**src/rtl/serial_mem_loader_pkg.sv**
```systemverilog
`default_nettype none
// ==== serial_mem_loader_pkg : shared FSM encoding, command values, clog2 helper (rev 1.0) ====
`ifndef SML_CLOG2
`define SML_CLOG2(x) (((x) <= 1) ? 1 : $clog2(x))
`endif

package serial_mem_loader_pkg;
  localparam logic [2:0] ST_IDLE     = 3'd0;
  localparam logic [2:0] ST_HDR      = 3'd1;
  localparam logic [2:0] ST_WDATA    = 3'd2;
  localparam logic [2:0] ST_RLOAD    = 3'd3;
  localparam logic [2:0] ST_RDATA    = 3'd4;
  localparam logic [2:0] ST_WAIT_REL = 3'd5;

  localparam logic CMD_WR = 1'b1;
  localparam logic CMD_RD = 1'b0;
endpackage
`default_nettype wire

```
**src/rtl/serial_mem_loader_if.sv**
```systemverilog
`default_nettype none
// ==== serial_mem_loader_if : serial pins plus target memory write/read port bundle (rev 1.0) ====
interface serial_mem_loader_if #(
  parameter int DATA_W  = 8,
  parameter int ADDR_W  = 4,
  parameter int NUM_TGT = 2
);
  logic [NUM_TGT-1:0]        cs_n_in;
  logic                      sdata_in;
  logic                      sdata_out;
  logic [NUM_TGT-1:0]        mem_wen_out;
  logic [ADDR_W-1:0]         mem_addr_out;
  logic [DATA_W-1:0]         mem_data_out;
  logic [NUM_TGT*DATA_W-1:0] mem_rdata_in;

  modport master (
    output cs_n_in, sdata_in, mem_rdata_in,
    input  sdata_out, mem_wen_out, mem_addr_out, mem_data_out
  );

  modport slave (
    input  cs_n_in, sdata_in, mem_rdata_in,
    output sdata_out, mem_wen_out, mem_addr_out, mem_data_out
  );
endinterface
`default_nettype wire

```
**src/rtl/serial_shifter.sv**
```systemverilog
`default_nettype none
// ==== serial_shifter : MSB-first shift register with parallel load, shift enable, async clear (rev 1.0) ====
module serial_shifter #(
  parameter int W = 8
) (
  input  logic         clk,
  input  logic         rst,
  input  logic         load,
  input  logic         shift_en,
  input  logic [W-1:0] pdata,
  input  logic         sin,
  output logic [W-1:0] q
);
  always_ff @(posedge clk or posedge rst) begin
    if (rst) begin
      q <= '0;
    end else if (load) begin
      q <= pdata;
    end else if (shift_en) begin
      q <= {q[W-2:0], sin};
    end
  end
endmodule
`default_nettype wire

```
**src/rtl/serial_mem_loader.sv**
```systemverilog
`default_nettype none
// ==== serial_mem_loader : serial slave that burst-writes and reads back N target memories (rev 1.0) ====
module serial_mem_loader
  import serial_mem_loader_pkg::*;
#(
  parameter int DATA_W  = 8,
  parameter int ADDR_W  = 4,
  parameter int NUM_TGT = 2,
  parameter int CNT_W   = 8
) (
  input  logic               clk,
  input  logic               rst,
  serial_mem_loader_if.slave bus,
  output logic               busy_out,
  output logic               err_out,
  output logic [CNT_W-1:0]   wr_cnt_out
);
  localparam int RX_W  = (ADDR_W > DATA_W) ? ADDR_W : DATA_W;
  localparam int BC_W  = `SML_CLOG2(RX_W + 1);
  localparam int TGT_W = `SML_CLOG2(NUM_TGT);
  localparam logic [BC_W-1:0] ADDR_LAST = BC_W'(ADDR_W - 1);
  localparam logic [BC_W-1:0] DATA_LAST = BC_W'(DATA_W - 1);

  logic [2:0]         state;
  logic [2:0]         abort_state;
  logic [BC_W-1:0]    bit_cnt;
  logic [TGT_W-1:0]   tgt;
  logic [TGT_W-1:0]   sel_idx;
  logic               cmd;
  logic [ADDR_W-1:0]  addr;
  logic [ADDR_W-1:0]  maddr;
  logic [DATA_W-1:0]  wdata;
  logic [NUM_TGT-1:0] wen;
  logic [NUM_TGT-1:0] sel_vec;
  logic               sel_none;
  logic               sel_one;
  logic               sel_ok;
  logic [CNT_W-1:0]   wr_cnt;
  logic [RX_W-1:0]    rx_q;
  logic [RX_W-1:0]    rx_next;
  logic [DATA_W-1:0]  tx_q;
  logic [DATA_W-1:0]  rd_word;
  logic               rx_shift;
  logic               tx_load;
  logic               tx_shift;
  logic               unused_shift_bits;

  assign sel_vec     = ~bus.cs_n_in;
  assign sel_none    = (sel_vec == '0);
  assign sel_one     = !sel_none && ((sel_vec & (sel_vec - NUM_TGT'(1))) == '0);
  assign sel_ok      = (sel_vec == (NUM_TGT'(1) << tgt));
  assign abort_state = sel_none ? ST_IDLE : ST_WAIT_REL;
  assign rx_next     = {rx_q[RX_W-2:0], bus.sdata_in};

  always_comb begin
    sel_idx = '0;
    rd_word = '0;
    for (int k = 0; k < NUM_TGT; k++) begin
      if (sel_vec[k]) sel_idx = TGT_W'(k);
      if (tgt == TGT_W'(k)) rd_word = bus.mem_rdata_in[k*DATA_W +: DATA_W];
    end
  end

  assign rx_shift = ((state == ST_HDR) || (state == ST_WDATA)) && sel_ok;
  assign tx_load  = (state == ST_RLOAD) && sel_ok;
  assign tx_shift = (state == ST_RDATA) && sel_ok;

  serial_shifter #(.W(RX_W)) u_rx (
    .clk(clk), .rst(rst), .load(1'b0), .shift_en(rx_shift),
    .pdata('0), .sin(bus.sdata_in), .q(rx_q)
  );

  serial_shifter #(.W(DATA_W)) u_tx (
    .clk(clk), .rst(rst), .load(tx_load), .shift_en(tx_shift),
    .pdata(rd_word), .sin(1'b0), .q(tx_q)
  );

  always_ff @(posedge clk or posedge rst) begin
    if (rst) begin
      state   <= ST_IDLE;
      bit_cnt <= '0;
      tgt     <= '0;
      cmd     <= CMD_RD;
      addr    <= '0;
      maddr   <= '0;
      wdata   <= '0;
      wen     <= '0;
      err_out <= 1'b0;
      wr_cnt  <= '0;
    end else begin
      wen     <= '0;
      err_out <= 1'b0;
      case (state)
        ST_IDLE: begin
          if (sel_one) begin
            tgt     <= sel_idx;
            cmd     <= bus.sdata_in;
            bit_cnt <= '0;
            state   <= ST_HDR;
          end else if (!sel_none) begin
            err_out <= 1'b1;
            state   <= ST_WAIT_REL;
          end
        end
        ST_HDR: begin
          if (!sel_ok) begin
            err_out <= 1'b1;
            state   <= abort_state;
          end else if (bit_cnt == ADDR_LAST) begin
            addr    <= rx_next[ADDR_W-1:0];
            bit_cnt <= '0;
            if (cmd == CMD_WR) begin
              state <= ST_WDATA;
            end else begin
              maddr <= rx_next[ADDR_W-1:0];
              state <= ST_RLOAD;
            end
          end else begin
            bit_cnt <= bit_cnt + BC_W'(1);
          end
        end
        ST_WDATA: begin
          // Release exactly between words ends a burst cleanly.
          if (!sel_ok) begin
            if ((bit_cnt == '0) && sel_none) begin
              state <= ST_IDLE;
            end else begin
              err_out <= 1'b1;
              state   <= abort_state;
            end
          end else if (bit_cnt == DATA_LAST) begin
            wen     <= NUM_TGT'(1) << tgt;
            maddr   <= addr;
            wdata   <= rx_next[DATA_W-1:0];
            addr    <= addr + ADDR_W'(1);
            bit_cnt <= '0;
            if (wr_cnt != '1) wr_cnt <= wr_cnt + CNT_W'(1);
          end else begin
            bit_cnt <= bit_cnt + BC_W'(1);
          end
        end
        ST_RLOAD: begin
          if (!sel_ok) begin
            err_out <= 1'b1;
            state   <= abort_state;
          end else begin
            bit_cnt <= '0;
            state   <= ST_RDATA;
          end
        end
        ST_RDATA: begin
          if (!sel_ok) begin
            err_out <= 1'b1;
            state   <= abort_state;
          end else if (bit_cnt == DATA_LAST) begin
            state <= ST_WAIT_REL;
          end else begin
            bit_cnt <= bit_cnt + BC_W'(1);
          end
        end
        ST_WAIT_REL: begin
          if (sel_none) state <= ST_IDLE;
        end
        default: state <= ST_IDLE;
      endcase
    end
  end

  assign bus.mem_wen_out  = wen;
  assign bus.mem_addr_out = maddr;
  assign bus.mem_data_out = wdata;
  assign bus.sdata_out    = (state == ST_RDATA) && tx_q[DATA_W-1];
  assign busy_out         = (state != ST_IDLE);
  assign wr_cnt_out       = wr_cnt;

  assign unused_shift_bits = ^{rx_q[RX_W-1], tx_q[DATA_W-2:0]};
endmodule
`default_nettype wire
```
**src/flat_wrapper.sv**
```systemverilog
// flat-port wrapper written by rule: the top's interface ports become plain ports
module serial_mem_loader_flat import serial_mem_loader_pkg::*;
#(
  parameter int DATA_W  = 8,
  parameter int ADDR_W  = 4,
  parameter int NUM_TGT = 2,
  parameter int CNT_W   = 8
)
  (clk, rst, busy_out, err_out, wr_cnt_out, bus_cs_n_in, bus_sdata_in, bus_mem_rdata_in, bus_sdata_out, bus_mem_wen_out, bus_mem_addr_out, bus_mem_data_out);
  serial_mem_loader_if #(.DATA_W(DATA_W), .ADDR_W(ADDR_W), .NUM_TGT(NUM_TGT)) bus_i ();
  input  logic clk;
  input  logic rst;
  output logic busy_out;
  output logic err_out;
  output logic [CNT_W-1:0] wr_cnt_out;
  input wire logic [$bits(bus_i.cs_n_in)-1:0] bus_cs_n_in;
  input wire logic [$bits(bus_i.sdata_in)-1:0] bus_sdata_in;
  input wire logic [$bits(bus_i.mem_rdata_in)-1:0] bus_mem_rdata_in;
  output wire logic [$bits(bus_i.sdata_out)-1:0] bus_sdata_out;
  output wire logic [$bits(bus_i.mem_wen_out)-1:0] bus_mem_wen_out;
  output wire logic [$bits(bus_i.mem_addr_out)-1:0] bus_mem_addr_out;
  output wire logic [$bits(bus_i.mem_data_out)-1:0] bus_mem_data_out;
  assign bus_i.cs_n_in = bus_cs_n_in;
  assign bus_i.sdata_in = bus_sdata_in;
  assign bus_i.mem_rdata_in = bus_mem_rdata_in;
  assign bus_sdata_out = bus_i.sdata_out;
  assign bus_mem_wen_out = bus_i.mem_wen_out;
  assign bus_mem_addr_out = bus_i.mem_addr_out;
  assign bus_mem_data_out = bus_i.mem_data_out;
  serial_mem_loader #(.DATA_W(DATA_W), .ADDR_W(ADDR_W), .NUM_TGT(NUM_TGT), .CNT_W(CNT_W)) u_core (.clk(clk), .rst(rst), .bus(bus_i), .busy_out(busy_out), .err_out(err_out), .wr_cnt_out(wr_cnt_out));
endmodule
```
**config.mk**
```make
export PLATFORM = sky130hd
export DESIGN_NAME = serial_mem_loader_flat
export DESIGN_NICKNAME = d
export VERILOG_FILES = /design/src/rtl/serial_mem_loader_pkg.sv /design/src/rtl/serial_mem_loader_if.sv /design/src/rtl/serial_shifter.sv /design/src/rtl/serial_mem_loader.sv /design/src/flat_wrapper.sv
export SDC_FILE = /design/constraint.sdc
export NUM_CORES = 1
export LEC_CHECK = 0
export ABC_AREA = 1
export CORE_UTILIZATION = 58
export CTS_CLUSTER_DIAMETER = 60
export DETAILED_ROUTE_END_ITERATION = 12
export GPL_ROUTABILITY_DRIVEN = 1
export MAX_ROUTING_LAYER = met4
export PLACE_DENSITY = 0.95
export SYNTH_ARGS = -nofsm -noshare
export SYNTH_HDL_FRONTEND = slang
export SYNTH_SLANG_ARGS = --single-unit
```
**constraint.sdc**
```tcl
create_clock -name clk -period 2.3 [get_ports clk]
set_input_delay 0.46 -clock clk [delete_from_list [all_inputs] [get_ports clk]]
set_output_delay 0.46 -clock clk [all_outputs]
set_load 0.02 [all_outputs]
```
======== Word level (Yosys, flattened, before mapping) ========
Index checks and enable logic that the tools add are counted.
word-level totals
  register bits ........................... 51
  input bits .............................. 21
  logic and storage cells ................. 112
cells by class
  add/subtract/negate cells ............... 4
  eq/ne operators ......................... 23
  shift-type cells ........................ 1
  multiplexer cells ....................... 46
  bitwise operators ....................... 2
  reduce and logical (&&, ||, !) cells .... 24
operators with widths
  operator                                                                 count
  4-bit two-way mux                                                        17
  3-bit two-way mux                                                        11
  8-bit two-way mux                                                        3
  4-bit one-hot mux with 5 select lines                                    1
  3-bit one-hot mux with 6 select lines                                    1
  4-bit one-hot mux with 2 select lines                                    2
  2-bit by 1-bit inequality test with 1-bit output, second input constant  6
  2-bit inequality test, second input constant                             5
  5-bit AND reduction                                                      2
  3-bit inequality test, second input constant                             3
  4-bit by 1-bit adder with 4-bit output, second input constant            2
  8-bit by 1-bit adder with 8-bit output, second input constant            1
  8-bit inequality test, second input constant                             1
  1-bit two-way mux                                                        7
  7-bit AND reduction                                                      1
  3-bit by 2-bit equality test with 1-bit output, second input constant    2
  3-bit equality test, second input constant                               2
  1-bit logical AND                                                        6
  2-bit two-way mux                                                        3
  6-bit AND reduction                                                      1
  5-bit nonzero test                                                       1
  4-bit by 2-bit equality test with 1-bit output, second input constant    1
  4-bit by 3-bit equality test with 1-bit output, second input constant    1
  2-bit zero test                                                          2
  other kinds (17)                                                         18

======== Longest topological paths before layout ========
Gate-level depths: netlist of run 1.
  word-level depth ........................ 7
  mapped depth ............................ 10

======== Cells and area by module ========
Synthesis of run 1 repeated with hierarchy kept, for this count alone.
unflattened totals
  cells, all modules ...................... 391
  area, all modules ....................... 2951.6 um^2
modules (own cells, without submodules)
  module             times used  cells an instance  area an instance (um^2)
  serial_mem_loader  1           301                2195.9
  serial_shifter     2           45                 377.9

======== Least setup slack after synthesis of run 1 ========
OpenSTA, ideal clock, no wires.
  kind .................................... flip-flop to flip-flop
  from .................................... register u_core.wr_cnt[0], in the netlist u_core.wr_cnt_out[0]
  to ...................................... register u_core.wr_cnt[7], in the netlist u_core.wr_cnt_out[7]
  library setup time ...................... 0.116 ns
  arrival ................................. 1.423 ns
  data required time ...................... 2.184 ns
  path slack .............................. 0.761 ns
  stages on the path, launching flop included .. 9
  clock period less this slack ............ 1.539 ns
  cell sequence ........................... dfrtp_1 > ha_1 > inv_1 > nor2_1 > nand4_1 > nand3_1 > inv_1 > nand2_1 > nand2_1
on the way
  longest elaborated chain between the ends .. 2
  elaborated cells between the ends (all ways) .. 3
  classes of those cells .................. 1 x add/sub; 1 x eq/ne; 1 x reduce/logical
RTL lines
  what                                                                            line                      RTL
  start: declaration                                                              serial_mem_loader.sv:38   logic [CNT_W-1:0] wr_cnt;
  start signal: assignment                                                        serial_mem_loader.sv:137  if (wr_cnt != '1) wr_cnt <= wr_cnt + CNT_W'(1);
  branches (longest 2 deep; another with 8-bit by 1-bit adder with 8-bit output)  n/a
Several ways; the timed one is not identified.
A chain may end at the register's enable or synchronous reset.

======== Final worst setup path of run 1 ========
  from .................................... register u_core.state[1]
  to ...................................... output busy_out
on the way
  longest elaborated chain between the ends .. 1
RTL lines
  what                      line                      RTL
  start: declaration        serial_mem_loader.sv:24   logic [2:0] state;
  start signal: assignment  serial_mem_loader.sv:108  state <= abort_state;
  start signal: assignment  serial_mem_loader.sv:129  state <= abort_state;
  start signal: assignment  serial_mem_loader.sv:145  state <= abort_state;
  3-bit nonzero test        serial_mem_loader.sv:173  assign busy_out = (state != ST_IDLE);
  end: declaration          flat_wrapper.sv:13        output logic busy_out;
Every way passes these cells.

==> results of run 1 <==
## power groups by stage
stage	Combinational [W]	Clock [W]	Sequential, W
after floorplan	0.000903	0	0.00131
after detailed placement	0.00126	0	0.00132
after global routing	0.00145	0.000648	0.00133
final	0.00129	0.000620	0.00130
after CTS	0.00128	0.000623	0.00130
after global placement	0.00123	0	0.00130
## synthesized netlist by cell type (all sizes together)
cell type	n	area [um^2]
dfrtp	51	1280
xor2	3	26.3
nor3	3	15.0
nand4	2	12.5
nor2	42	201
nand3b	1	7.51
o21ai	47	265
or2	1	6.26
xnor2	5	43.8
buf	6	47.5
o211a	1	10.0
o21bai	1	7.51
inv	40	153
ha	7	87.6
o22ai	1	6.26
a21oi	1	5.00
nand2	116	460
nand3	34	198
o31ai	1	7.51
## placed cells by master (no fill, tap or decap), drive strengths merged
cell and count:
clkdlybuf4s50 44, o21ai 47, clkinvlp 1, o31ai 1
dfrtp 51, nand4 2, o211a 1, o22ai 1
buf 2, nor2 42, bufinv 1, or2 1
dlymetal6s2s 1, ha 7, clkbuf 5, inv 40
nand3 34, nand3b 1, a21oi 1, xnor2 5
nand2 116, nor3 3, xor2 3, o21bai 1
## cells by family (layout without fill, tap and decap cells)
kind of cell | after synthesis | count (layout) | synth area share (%)
flops | 51 | 51 | 45.0
xor+xnor | 8 | 8 | 2.47
simple gates | 199 | 199 | 31.8
fa+ha+maj | 7 | 7 | 3.09
buf+inv | 46 | 94 | 7.06
compound gates | 52 | 52 | 10.6
## cell type report
cell class	instances	area, um^2	share of cell area (%)
Inverter	40	153	4.41
Clock buffer	5	68.8	1.99
Timing Repair Buffer	47	480	13.9
Clock inverter	2	37.5	1.08
Tap cell	67	83.8	2.42
Sequential cell	51	1280	36.9
Multi-Input combinational cell	266	1360	39.3
## worst min-delay path by stage
stage	cells after the start	endpoint	slack (ns)	from
final	2	u_core.bus.mem_addr_out[0]	0.49	u_core.bus.mem_addr_out[0]
after global routing	2	u_core.bus.mem_data_out[1]	0.51	u_core.bus.mem_data_out[1]
after CTS	2	u_core.bus.mem_addr_out[0]	0.50	u_core.bus.mem_addr_out[0]
after detailed placement	2	u_core.bus.mem_addr_out[0]	0.47	u_core.bus.mem_addr_out[0]
after global placement	2	u_core.bus.mem_addr_out[1]	0.46	u_core.bus.mem_addr_out[1]
after floorplan	2	u_core.u_tx.q[0]	0.45	u_core.u_tx.q[0]
## worst max-delay path: stages, from the launching register on
cell and delay, ns:
dfrtp_1 0.50, nor2_1 0.11, nand2_1 0.16, clkdlybuf4s50_1 0.63
## metrics by stage
step	cell area [um^2]	cells	power (W)	hold WS, ns
after detailed placement	3350	471	0.00258	0.473
after CTS	3460	478	0.00321	0.496
after floorplan	2840	363	0.00221	0.447
after global placement	3350	471	0.00253	0.457
final	3460	478	0.00321	0.487
after global routing	3460	478	0.00343	0.509
## registers in the layout, summed over array words and instances (netlist names)
| register | flops |
|---|---|
| u_core.bus.mem_data_out | 8 |
| u_core.u_tx.q | 8 |
| u_core.wr_cnt_out | 8 |
| u_core.u_rx.q | 7 |
| u_core.addr | 4 |
| u_core.bit_cnt | 4 |
| u_core.bus.mem_addr_out | 4 |
| u_core.state | 3 |
| u_core.bus.mem_wen_out | 2 |
| u_core.cmd | 1 |
| u_core.err_out | 1 |
| u_core.tgt | 1 |
## routing by layer
metal | part of all wire, % | GRT usage, %
met5 | 0 | -
met2 | 50 | 44.2
met1 | 43 | 30.0
met3 | 5.2 | 5.00
met4 | 1.4 | 8.71
## repair_timing
item	4_1_cts	5_1_grt
gates resized for setup	0	1
endpoints found under the hold margin	0	0
hold buffers	0	0
endpoints found under the setup margin	0	1
==> flow_summary.html, run 1 <==
<table>
<tr><th>Metric</th><th>Value</th></tr>
<tr><th colspan="2">Min path</th></tr>
<tr><td>Worst min-delay path category</td><td>reg2reg</td></tr>
<tr><th colspan="2">Timing</th></tr>
<tr><td>Max-slew violation count</td><td>0</td></tr>
<tr><td>Rel. slew slack</td><td>59.7%</td></tr>
<tr><td>Final setup skew</td><td>0.0109 ns</td></tr>
<tr><td>RSZ-0062 raised after global routing</td><td>no</td></tr>
<tr><td>Achievable frequency</td><td>462 MHz</td></tr>
<tr><td>Final-report setup violation count</td><td>0</td></tr>
<tr><td>Final WS setup</td><td>0.135 ns</td></tr>
<tr><td>Setup TNS</td><td>0 ns</td></tr>
<tr><td>Worst-margin pin slew</td><td>0.603 ns</td></tr>
<tr><td>Clock period minus final worst setup slack</td><td>2.17 ns</td></tr>
<tr><td>Final hold vios</td><td>0</td></tr>
<tr><td>Final worst-path cycle share</td><td>94.1%</td></tr>
<tr><th colspan="2">Run</th></tr>
<tr><td>Max-Cap Viols</td><td>0</td></tr>
<tr><th colspan="2">Global routing</th></tr>
<tr><td>Remaining global-route overflow</td><td>0</td></tr>
<tr><td>First-pass GRT wire length</td><td>10100 um</td></tr>
<tr><td>Vias in the first global route</td><td>2362</td></tr>
<tr><td>Antenna violations before repair</td><td>0</td></tr>
<tr><td>Gr usage total</td><td>25.6%</td></tr>
<tr><td>Maximum number of pins on one net before global-route repair</td><td>29</td></tr>
<tr><th colspan="2">Worst setup path</th></tr>
<tr><td>Category of the most critical setup path</td><td>reg2out</td></tr>
<tr><td>Terminus of the critical flop-to-flop path</td><td>u_core.bus.mem_addr_out[1]</td></tr>
<tr><td>Critical path data required time</td><td>1.84 ns</td></tr>
<tr><td>Critical path peak fanout</td><td>4</td></tr>
<tr><td>Worst r2r path cells</td><td>8</td></tr>
<tr><td>Launching element type of the critical path</td><td>flop</td></tr>
<tr><td>Critical Path End Type</td><td>output port</td></tr>
<tr><td>Internal reg-to-reg setup slack</td><td>0.53 ns</td></tr>
<tr><td>Origin of the worst setup path</td><td>u_core.state[1]</td></tr>
<tr><td>Reg-to-reg startpoint</td><td>u_core.tgt</td></tr>
<tr><td>Capture point of the critical path</td><td>busy_out</td></tr>
<tr><td>Data arrival at the endpoint of the critical path</td><td>1.71 ns</td></tr>
<tr><th colspan="2">Routing</th></tr>
<tr><td>Via Count</td><td>2511</td></tr>
<tr><td>WL/cell</td><td>12.6 um</td></tr>
<tr><td>DRC marker count from the first detailed-route iteration</td><td>179</td></tr>
<tr><td>Routed wire length</td><td>6030 um</td></tr>
<tr><td>Number of design rule violations left after detail routing</td><td>0</td></tr>
<tr><td>First-pass iteration count of the detailed router</td><td>5</td></tr>
<tr><td>Per-cell via count in the routed design</td><td>5.25</td></tr>
<tr><td>Remaining antenna violation count after routing</td><td>0</td></tr>
<tr><th colspan="2">Final layout</th></tr>
<tr><td>N_diodes</td><td>0</td></tr>
<tr><td>Fillers</td><td>325</td></tr>
<tr><td>Layout net count</td><td>439</td></tr>
<tr><td>Final Core Density</td><td>73.2%</td></tr>
<tr><td>Share of post-route cells with drive strength above 1</td><td>9.98%</td></tr>
<tr><td>Area delta synth-&gt;final</td><td>22.0%</td></tr>
<tr><th colspan="2">Placement</th></tr>
<tr><td>Worst setup slack after placement</td><td>0.121 ns</td></tr>
<tr><td>Detailed placer's ending HPWL</td><td>4360 um</td></tr>
<tr><td>Number of port buffers</td><td>45</td></tr>
<tr><td>Routability congestion estimate from global placement</td><td>0.977</td></tr>
<tr><th colspan="2">Yosys</th></tr>
<tr><td>Post-synthesis instance area</td><td>0.00284 mm^2</td></tr>
<tr><td>Synthesis Warnings</td><td>0</td></tr>
<tr><td>Seq/Total Area, Yosys</td><td>45.0%</td></tr>
<tr><td>Synth Register Bits</td><td>51</td></tr>
<tr><td>Gate count of the mapped netlist</td><td>363</td></tr>
<tr><td>Post-Synthesis Net Count</td><td>391</td></tr>
<tr><td>Yosys cell types</td><td>32</td></tr>
<tr><td>Synth Area per Inst</td><td>7.81 um^2</td></tr>
<tr><th colspan="2">Die</th></tr>
<tr><td>Width of the chip</td><td>71.9 um</td></tr>
<tr><td>Height of the die</td><td>71.9 um</td></tr>
<tr><td>Top Ports</td><td>46</td></tr>
<tr><td>Core Region</td><td>0.00472 mm^2</td></tr>
<tr><td>Initial core utilization</td><td>60.1%</td></tr>
<tr><td>Placement row count</td><td>25</td></tr>
<tr><td>Area of the die</td><td>0.00517 mm^2</td></tr>
<tr><th colspan="2">Power</th></tr>
<tr><td>Clock share of power</td><td>19.3%</td></tr>
<tr><td>P_leak</td><td>1.74 nW</td></tr>
<tr><td>VDD IR-drop max</td><td>0.000541 V</td></tr>
<tr><td>Internal power</td><td>0.00190 W</td></tr>
<tr><td>Switching power of the nets</td><td>0.00131 W</td></tr>
<tr><td>Switching power share of the total</td><td>40.8%</td></tr>
<tr><td>Flop pwr share</td><td>40.6%</td></tr>
<tr><td>Share of power burned in combinational logic</td><td>40.1%</td></tr>
<tr><td>Power per standard cell area</td><td>928 mW/mm^2</td></tr>
<tr><th colspan="2">Clock tree</th></tr>
<tr><td>Root buffer cell</td><td>clkbuf_8</td></tr>
<tr><td>Number of buffers inserted during clock tree synthesis</td><td>5</td></tr>
<tr><td>Clock buffer depth</td><td>2</td></tr>
<tr><td>Later-pin clock latency in the skew report</td><td>0.31 ns</td></tr>
<tr><td>CTS tree</td><td>built</td></tr>
<tr><td>Clock slew seen by the registers of the worst setup and hold paths</td><td>0.08 ns</td></tr>
<tr><td>Buffer count from post-CTS setup fixing</td><td>0</td></tr>
<tr><td>Htree depth</td><td>2</td></tr>
<tr><td>Sink Count</td><td>51</td></tr>
<tr><th colspan="2">Status</th></tr>
<tr><td>Run status</td><td>complete, no violations</td></tr>
</table>
Note: power is estimated with default switching activity, not from simulation.
==> inputs of run 2 (changes only) <==
SETUP_SLACK_MARGIN = 0.2   (was unset)
==> run 2 against run 1 <==
Sequential power is essentially flat. Worst setup slack improved by 0.18 ns. Hold slack hardly changed. Wire length is essentially flat. Final area about the same. Critical endpoint is now bus_sdata_out. Die area unchanged. Clock skew is essentially flat. Count of clock-buffer cells in the layout stayed put. Global-route usage up 0.062 points. Clock power is essentially flat. Via count rose by 0.68%. Maximum frequency rose by 9.2%.
==> flow_summary.html, run 2 (same netlist as run 1, synthesis figures left out) <==
<table>
<tr><th>Metric</th><th>Value</th></tr>
<tr><th colspan="2">Status</th></tr>
<tr><td>Run status</td><td>complete, no violations</td></tr>
<tr><th colspan="2">Routing</th></tr>
<tr><td>Remaining antenna violation count after routing</td><td>0 (unchanged)</td></tr>
<tr><td>Via Count</td><td>2528 (+0.68%)</td></tr>
<tr><td>First-pass iteration count of the detailed router</td><td>4 (-1)</td></tr>
<tr><td>WL/cell</td><td>12.6 um (about the same)</td></tr>
<tr><td>Routed wire length</td><td>6040 um (about the same)</td></tr>
<tr><td>Per-cell via count in the routed design</td><td>5.29 (+0.68%)</td></tr>
<tr><td>Number of design rule violations left after detail routing</td><td>0 (unchanged)</td></tr>
<tr><td>DRC marker count from the first detailed-route iteration</td><td>144 (-20%)</td></tr>
<tr><th colspan="2">Worst setup path</th></tr>
<tr><td>Largest delay contributor family on the critical path</td><td>flip-flops</td></tr>
<tr><td>Critical path peak fanout</td><td>5 (+1)</td></tr>
<tr><td>Data arrival at the endpoint of the critical path</td><td>1.52 ns (-0.19 ns)</td></tr>
<tr><td>Critical path's slowest cell</td><td>dfrtp_2</td></tr>
<tr><td>Biggest cell delay along the critical path</td><td>0.47 ns (-0.16 ns)</td></tr>
<tr><td>Category of the most critical setup path</td><td>reg2out</td></tr>
<tr><td>Critical path data required time</td><td>1.84 ns (about the same)</td></tr>
<tr><td>Buf+Inv Stages, Crit Path</td><td>1 (unchanged)</td></tr>
<tr><td>Critical-path cell list</td><td>nor2_1 -&gt; nand2_1 -&gt; nor2_1 -&gt; clkdlybuf4s15_1</td></tr>
<tr><td>Terminus of the critical flop-to-flop path</td><td>u_core.bus.mem_addr_out[1]</td></tr>
<tr><td>Most numerous cell on the critical path</td><td>nor2_1</td></tr>
<tr><td>Critical Path End Type</td><td>output port</td></tr>
<tr><td>Reg-to-reg startpoint</td><td>u_core.tgt</td></tr>
<tr><td>Internal reg-to-reg setup slack</td><td>0.54 ns (about the same)</td></tr>
<tr><td>Launching element type of the critical path</td><td>flop</td></tr>
<tr><td>Worst r2r path cells</td><td>8 (unchanged)</td></tr>
<tr><th colspan="2">Die</th></tr>
<tr><td>Area of the die</td><td>0.00517 mm^2 (unchanged)</td></tr>
<tr><td>Top Ports</td><td>46 (unchanged)</td></tr>
<tr><td>Height of the die</td><td>71.9 um (unchanged)</td></tr>
<tr><td>Placement row count</td><td>25 (unchanged)</td></tr>
<tr><td>Initial core utilization</td><td>60.1% (unchanged)</td></tr>
<tr><td>Width of the chip</td><td>71.9 um (unchanged)</td></tr>
<tr><td>Core Region</td><td>0.00472 mm^2 (unchanged)</td></tr>
<tr><th colspan="2">Timing</th></tr>
<tr><td>Setup TNS</td><td>0 ns (unchanged)</td></tr>
<tr><td>Final setup skew</td><td>0.0108 ns (-0.000111 ns)</td></tr>
<tr><td>RSZ-0062 raised after global routing</td><td>no</td></tr>
<tr><td>Worst-margin pin slew</td><td>0.602 ns (-0.00106 ns)</td></tr>
<tr><td>Final worst-path cycle share</td><td>86.2% (-8.0 points)</td></tr>
<tr><td>Final hold vios</td><td>0 (unchanged)</td></tr>
<tr><td>Worst hold slack after final layout</td><td>0.487 ns (-0.00000500 ns)</td></tr>
<tr><td>Achievable frequency</td><td>505 MHz (+9.2%)</td></tr>
<tr><td>Rel. slew slack</td><td>59.8% (+0.071 points)</td></tr>
<tr><td>Clock period minus final worst setup slack</td><td>1.98 ns (-0.183 ns)</td></tr>
<tr><td>Max-slew violation count</td><td>0 (unchanged)</td></tr>
<tr><td>Final-report setup violation count</td><td>0 (unchanged)</td></tr>
<tr><th colspan="2">Min path</th></tr>
<tr><td>Min-Delay Path Depth</td><td>2 (unchanged)</td></tr>
<tr><td>Hold path startpoint</td><td>u_core.bus.mem_addr_out[0]</td></tr>
<tr><td>Worst min-delay path category</td><td>reg2reg</td></tr>
<tr><td>End point of the most critical hold path</td><td>u_core.bus.mem_addr_out[0]</td></tr>
<tr><th colspan="2">Global routing</th></tr>
<tr><td>Global Route met2 Usage</td><td>44.4% (+0.21 points)</td></tr>
<tr><td>Vias in the first global route</td><td>2368 (+0.25%)</td></tr>
<tr><td>Antenna violations before repair</td><td>0 (unchanged)</td></tr>
<tr><td>Global-route met1 utilization</td><td>30.0% (unchanged)</td></tr>
<tr><td>First-pass GRT wire length</td><td>10200 um (+0.20%)</td></tr>
<tr><td>Gr usage total</td><td>25.7% (+0.062 points)</td></tr>
<tr><td>Gr busiest metal</td><td>met2</td></tr>
<tr><td>Met3 routing resource usage after global routing</td><td>5.00% (unchanged)</td></tr>
<tr><td>Maximum number of pins on one net before global-route repair</td><td>29 (unchanged)</td></tr>
<tr><td>Remaining global-route overflow</td><td>0 (unchanged)</td></tr>
<tr><th colspan="2">Final layout</th></tr>
<tr><td>Post-route cell area</td><td>0.00346 mm^2 (about the same)</td></tr>
<tr><td>Most frequent cells in the layout</td><td>nand2_1 (112), dfrtp_1 (50), clkdlybuf4s50_1 (43), nor2_1 (36), inv_1 (31)</td></tr>
<tr><td>Share of post-route cells with drive strength above 1</td><td>10.2% (+0.24 points)</td></tr>
<tr><td>Most common cell after layout, fill and taps aside</td><td>nand2_1</td></tr>
<tr><td>Fillers</td><td>325 (unchanged)</td></tr>
<tr><td>Area delta synth-&gt;final</td><td>21.9% (about the same)</td></tr>
<tr><td>Layout net count</td><td>439 (unchanged)</td></tr>
<tr><td>Final Core Density</td><td>73.2% (about the same)</td></tr>
<tr><td>N_diodes</td><td>0 (unchanged)</td></tr>
<tr><th colspan="2">Clock tree</th></tr>
<tr><td>Clock buffer depth</td><td>2 (unchanged)</td></tr>
<tr><td>Cts repair resizes</td><td>3 (+3)</td></tr>
<tr><td>Htree depth</td><td>2 (unchanged)</td></tr>
<tr><td>Number of buffers inserted during clock tree synthesis</td><td>5 (unchanged)</td></tr>
<tr><td>Later-pin clock latency in the skew report</td><td>0.31 ns (about the same)</td></tr>
<tr><td>Sink Count</td><td>51 (unchanged)</td></tr>
<tr><td>Root buffer cell</td><td>clkbuf_8</td></tr>
<tr><td>Number of buffers inserted for hold repair after clock tree synthesis</td><td>0 (unchanged)</td></tr>
<tr><td>Clock slew seen by the registers of the worst setup and hold paths</td><td>0.08 ns (about the same)</td></tr>
<tr><td>Buffer count from post-CTS setup fixing</td><td>0 (unchanged)</td></tr>
<tr><td>CTS tree</td><td>built</td></tr>
<tr><th colspan="2">Power</th></tr>
<tr><td>P_leak</td><td>1.72 nW (-1.1%)</td></tr>
<tr><td>Overall power</td><td>0.00320 W (-0.19%)</td></tr>
<tr><td>VDD IR-drop max</td><td>0.000541 V (about the same)</td></tr>
<tr><td>Power per standard cell area</td><td>927 mW/mm^2 (-0.12%)</td></tr>
<tr><th colspan="2">Placement</th></tr>
<tr><td>Number of port buffers</td><td>45 (unchanged)</td></tr>
<tr><td>Routability congestion estimate from global placement</td><td>0.977 (unchanged)</td></tr>
<tr><td>Detailed placer's ending HPWL</td><td>4360 um (unchanged)</td></tr>
<tr><td>Placement Cell Area</td><td>0.00335 mm^2 (unchanged)</td></tr>
<tr><th colspan="2">Run</th></tr>
<tr><td>Max-Cap Viols</td><td>0 (unchanged)</td></tr>
</table>
## run 2: cell count changes in the layout (fill, tap and decap cells not counted)
cell / previous run / this run
clkdlybuf4s15_1: 0 / 1
dfrtp_1: 51 / 50
dlygate4sd2_1: 0 / 1
dfrtp_2: 0 / 1
clkdlybuf4s50_1: 44 / 43
dlymetal6s2s_1: 1 / 0
## run 2: routing by layer
layer,vias up,wire (um)
li1,1256,-
met5,-,0
met3,14,328
met2,88,3000
met1,1170,2600
met4,0,99
## run 2: area by class of cell
cell class | instances | area (um^2) | area share, %
multi-input cells | 266 | 1360 | 39.3
flip-flops and latches | 51 | 1280 | 37.0
repair buffers | 47 | 477 | 13.8
inverters | 40 | 153 | 4.42
well taps | 67 | 83.8 | 2.42
clock buffers | 5 | 68.8 | 1.99
clock inverters | 2 | 37.5 | 1.09
## run 2: stage by stage
stage / cells / setup slack (ns)
after floorplan: 363 / 0.610
after global placement: 471 / 0.180
after detailed placement: 471 / 0.121
after CTS: 478 / 0.305
after global routing: 478 / 0.208
final: 478 / 0.318
## run 2: power breakdown
part           internal, W  total [W]  switching [W]  leakage (nW)
Sequential         0.00112    0.00130       0.000188         0.673
Combinational     0.000457    0.00128       0.000823         0.999
Clock             0.000318   0.000619       0.000301        0.0502
## run 2: worst register-to-register path, cell delays in order, from the launching register on
cell     delay, ns
dfrtp_1       0.63
inv_2         0.19
nand3_1       0.18
nand2_2       0.11
nand2_4       0.18
nor2_4        0.06
buf_4         0.17
nand3_1       0.08
nand2_1       0.07
## run 2: worst max-delay path by stage
stage | from | end | slack, ns | cells after the start
floorplan | rst | u_core.addr[0] | 0.61 | 1
global placement | bus_cs_n_in[1] | u_core.bit_cnt[3] | 0.18 | 9
detailed placement | bus_cs_n_in[1] | u_core.bit_cnt[3] | 0.12 | 9
CTS | u_core.state[1] | bus_sdata_out | 0.31 | 4
global route | u_core.state[0] | bus_sdata_out | 0.21 | 4
finish | u_core.state[1] | bus_sdata_out | 0.32 | 4
==> inputs of run 3 (changes only) <==
GPL_TIMING_DRIVEN = 0   (was unset)
==> run 3 against run 2 <==
Combinational power is 3% higher. Hold slack worse by 0.058 ns. Global-route usage rose by 1.7 points. Count of clock-buffer cells in the layout grew 1.
==> flow_summary.html, run 3 (same netlist as run 1, synthesis figures left out) <==
<table>
<tr><th>Metric</th><th>Value</th></tr>
<tr><th colspan="2">Status</th></tr>
<tr><td>Run status</td><td>complete, no violations</td></tr>
<tr><th colspan="2">Placement</th></tr>
<tr><td>Number of port buffers</td><td>45 (unchanged)</td></tr>
<tr><td>Worst setup slack after placement</td><td>0.0726 ns (-0.0487 ns)</td></tr>
<tr><td>Number of placed instances, taps included</td><td>476 (+1.1%)</td></tr>
<tr><td>Detailed placer's ending HPWL</td><td>4900 um (+12%)</td></tr>
<tr><td>Routability congestion estimate from global placement</td><td>0.879 (-10%)</td></tr>
<tr><th colspan="2">Worst setup path</th></tr>
<tr><td>Category of the most critical setup path</td><td>reg2out</td></tr>
<tr><td>Critical Path End Type</td><td>output port</td></tr>
<tr><td>Critical path's slowest cell</td><td>dfrtp_1</td></tr>
<tr><td>Critical path peak fanout</td><td>5 (unchanged)</td></tr>
<tr><td>Launching element type of the critical path</td><td>flop</td></tr>
<tr><td>Biggest cell delay along the critical path</td><td>0.46 ns (about the same)</td></tr>
<tr><td>Most numerous cell on the critical path</td><td>nor2_1</td></tr>
<tr><td>Critical-path cell list</td><td>nor2_1 -&gt; nand2_1 -&gt; nor2_1 -&gt; dlygate4sd2_1</td></tr>
<tr><td>Data arrival at the endpoint of the critical path</td><td>1.52 ns (about the same)</td></tr>
<tr><td>Critical path data required time</td><td>1.84 ns (about the same)</td></tr>
<tr><th colspan="2">Global routing</th></tr>
<tr><td>Antenna violations before repair</td><td>0 (unchanged)</td></tr>
<tr><td>Gr usage total</td><td>27.4% (+1.7 points)</td></tr>
<tr><td>Remaining global-route overflow</td><td>0 (unchanged)</td></tr>
<tr><td>Maximum number of pins on one net before global-route repair</td><td>39 (+34%)</td></tr>
<tr><td>First-pass GRT wire length</td><td>10700 um (+5.0%)</td></tr>
<tr><td>Vias in the first global route</td><td>2484 (+4.9%)</td></tr>
<tr><th colspan="2">Timing</th></tr>
<tr><td>Max-slew violation count</td><td>0 (unchanged)</td></tr>
<tr><td>Final hold vios</td><td>0 (unchanged)</td></tr>
<tr><td>Worst hold slack after final layout</td><td>0.429 ns (-0.0578 ns)</td></tr>
<tr><td>Setup TNS</td><td>0 ns (unchanged)</td></tr>
<tr><td>Achievable frequency</td><td>505 MHz (+0.13%)</td></tr>
<tr><td>Clock period minus final worst setup slack</td><td>1.98 ns (-0.00257 ns)</td></tr>
<tr><td>Final WS setup</td><td>0.321 ns (+0.00257 ns)</td></tr>
<tr><td>Rel. slew slack</td><td>78.1% (+18 points)</td></tr>
<tr><td>Final worst-path cycle share</td><td>86.1% (-0.11 points)</td></tr>
<tr><td>Final-report setup violation count</td><td>0 (unchanged)</td></tr>
<tr><td>RSZ-0062 raised after global routing</td><td>no</td></tr>
<tr><td>Worst-margin pin slew</td><td>0.326 ns (-0.276 ns)</td></tr>
<tr><td>Final setup skew</td><td>0.00384 ns (-0.00695 ns)</td></tr>
<tr><th colspan="2">Power</th></tr>
<tr><td>Switching power share of the total</td><td>41.9% (+0.99 points)</td></tr>
<tr><td>Switching power of the nets</td><td>0.00133 W (+1.1%)</td></tr>
<tr><td>Internal power</td><td>0.00184 W (-2.9%)</td></tr>
<tr><td>Flop pwr share</td><td>40.8% (about the same)</td></tr>
<tr><td>Clock share of power</td><td>17.4% (-1.9 points)</td></tr>
<tr><td>Power per standard cell area</td><td>907 mW/mm^2 (-2.1%)</td></tr>
<tr><td>Share of power burned in combinational logic</td><td>41.9% (+2.0 points)</td></tr>
<tr><td>VDD IR-drop max</td><td>0.000695 V (+28%)</td></tr>
<tr><td>P_leak</td><td>1.75 nW (+1.4%)</td></tr>
<tr><th colspan="2">Routing</th></tr>
<tr><td>DRC marker count from the first detailed-route iteration</td><td>228 (+58%)</td></tr>
<tr><td>WL/cell</td><td>13.5 um (+6.7%)</td></tr>
<tr><td>Remaining antenna violation count after routing</td><td>0 (unchanged)</td></tr>
<tr><td>Per-cell via count in the routed design</td><td>5.47 (+3.4%)</td></tr>
<tr><td>Routed wire length</td><td>6520 um (+8.0%)</td></tr>
<tr><td>Number of design rule violations left after detail routing</td><td>0 (unchanged)</td></tr>
<tr><td>Via Count</td><td>2647 (+4.7%)</td></tr>
<tr><td>First-pass iteration count of the detailed router</td><td>5 (+1)</td></tr>
<tr><th colspan="2">Die</th></tr>
<tr><td>Placement row count</td><td>25 (unchanged)</td></tr>
<tr><td>Top Ports</td><td>46 (unchanged)</td></tr>
<tr><td>Initial core utilization</td><td>60.1% (unchanged)</td></tr>
<tr><td>Core Region</td><td>0.00472 mm^2 (unchanged)</td></tr>
<tr><td>Area of the die</td><td>0.00517 mm^2 (unchanged)</td></tr>
<tr><td>Width of the chip</td><td>71.9 um (unchanged)</td></tr>
<tr><td>Height of the die</td><td>71.9 um (unchanged)</td></tr>
<tr><th colspan="2">Clock tree</th></tr>
<tr><td>Buffer count from post-CTS setup fixing</td><td>0 (unchanged)</td></tr>
<tr><td>Sink Count</td><td>51 (unchanged)</td></tr>
<tr><td>Number of buffers inserted during clock tree synthesis</td><td>5 (unchanged)</td></tr>
<tr><td>Htree depth</td><td>2 (unchanged)</td></tr>
<tr><td>CTS tree</td><td>built</td></tr>
<tr><td>Later-pin clock latency in the skew report</td><td>0.31 ns (about the same)</td></tr>
<tr><td>Clock buffer depth</td><td>2 (unchanged)</td></tr>
<tr><td>Root buffer cell</td><td>clkbuf_8</td></tr>
<tr><td>Clock slew seen by the registers of the worst setup and hold paths</td><td>0.09 ns (about the same)</td></tr>
<tr><th colspan="2">Final layout</th></tr>
<tr><td>Sequential cell area</td><td>0.00128 mm^2 (about the same)</td></tr>
<tr><td>Layout net count</td><td>444 (+1.1%)</td></tr>
<tr><td>N_diodes</td><td>0 (unchanged)</td></tr>
<tr><td>Share of post-route cells with drive strength above 1</td><td>11.3% (+1.1 points)</td></tr>
<tr><td>Footprint of the multi-input gates</td><td>0.00136 mm^2 (unchanged)</td></tr>
<tr><td>Most frequent cells in the layout</td><td>nand2_1 (112), dfrtp_1 (51), clkdlybuf4s50_1 (43), nor2_1 (36), inv_1 (31)</td></tr>
<tr><td>Fillers</td><td>320 (-1.5%)</td></tr>
<tr><td>Area delta synth-&gt;final</td><td>22.9%</td></tr>
<tr><td>Most common cell after layout, fill and taps aside</td><td>nand2_1</td></tr>
<tr><td>Post-route insts no fill</td><td>484 (+1.3%)</td></tr>
<tr><th colspan="2">Min path</th></tr>
<tr><td>Worst min-delay path category</td><td>in2async</td></tr>
<tr><th colspan="2">Run</th></tr>
<tr><td>Max-Cap Viols</td><td>0 (unchanged)</td></tr>
</table>
-- run 3: cell count changes in the layout (fill, tap and decap cells not counted) --
cell / previous run / this run
buf_4: 1 / 2
buf_6: 0 / 2
clkbuf_8: 5 / 6
dfrtp_2: 1 / 0
dfrtp_1: 50 / 51
dlygate4sd2_1: 1 / 2
buf_2: 0 / 2
clkdlybuf4s15_1: 1 / 0
bufinv_16: 1 / 0
clkinv_4: 0 / 1
-- run 3: final timing paths --
path | slack, ns | cells after the start | from | end
max | 0.32 | 4 | u_core.state[1] | bus_sdata_out
min | 0.43 | 2 | rst | u_core.wr_cnt_out[1]
max reg2reg | 0.58 | 9 | u_core.bit_cnt[0] | u_core.bus.mem_data_out[0]
min reg2reg | 0.49 | 2 | u_core.bus.mem_addr_out[1] | u_core.bus.mem_addr_out[1]
max in group asynchronous | 1.38 | 3 | rst | u_core.u_tx.q[5]
min in group clk | 0.49 | 2 | u_core.bus.mem_addr_out[1] | u_core.bus.mem_addr_out[1]
-- run 3: layout make-up --
cell class | instances | share of cell area [%]
clock buffers | 6 | 2.37
multi-input cells | 266 | 39.0
well taps | 67 | 2.40
flip-flops and latches | 51 | 36.6
plain buffers | 6 | 1.36
repair buffers | 46 | 13.4
inverters | 40 | 4.38
clock inverters | 2 | 0.466
-- run 3: stage by stage --
step / util, % / cell area, um^2 / total power [W]
detailed placement: 71.8 / 3390 / 0.00261
finish: 73.8 / 3490 / 0.00316
global placement: 71.4 / 3370 / 0.00254
CTS: 73.8 / 3490 / 0.00315
global route: 73.8 / 3490 / 0.00339
floorplan: - / 2840 / 0.00221
-- run 3: metal layers --
metal  GRT usage [%]  part of all wire (%)  vias up
met5               -                     0        -
met4            12.2                   2.4        0
met3            5.00                   5.6       22
met2            46.4                    50      110
met1            31.8                    42     1250
li1                -                     -     1265
-- run 3: timing repair --
action / CTS / global route
hold endpoints to repair: 0 / 0
hold buffers: 0 / 0
endpoints found under the setup margin: 2 / 0
gates resized for setup: 2 / 0
-- run 3: worst max-delay path, delay by kind of cell (launching register included) --
| family | cells | cell delay (ns) |
|---|---|---|
| flops | 1 | 0.46 |
| simple gates | 3 | 0.42 |
| buf+inv | 1 | 0.33 |
-- run 3: power by group through the flow --
| stage | clock network, W | registers [W] | logic (W) |
|---|---|---|---|
| floorplan | 0 | 0.00131 | 0.000903 |
| global placement | 0 | 0.00128 | 0.00126 |
| detailed placement | 0 | 0.00130 | 0.00132 |
| CTS | 0.000557 | 0.00128 | 0.00132 |
| global route | 0.000596 | 0.00131 | 0.00148 |
| finish | 0.000549 | 0.00129 | 0.00132 |
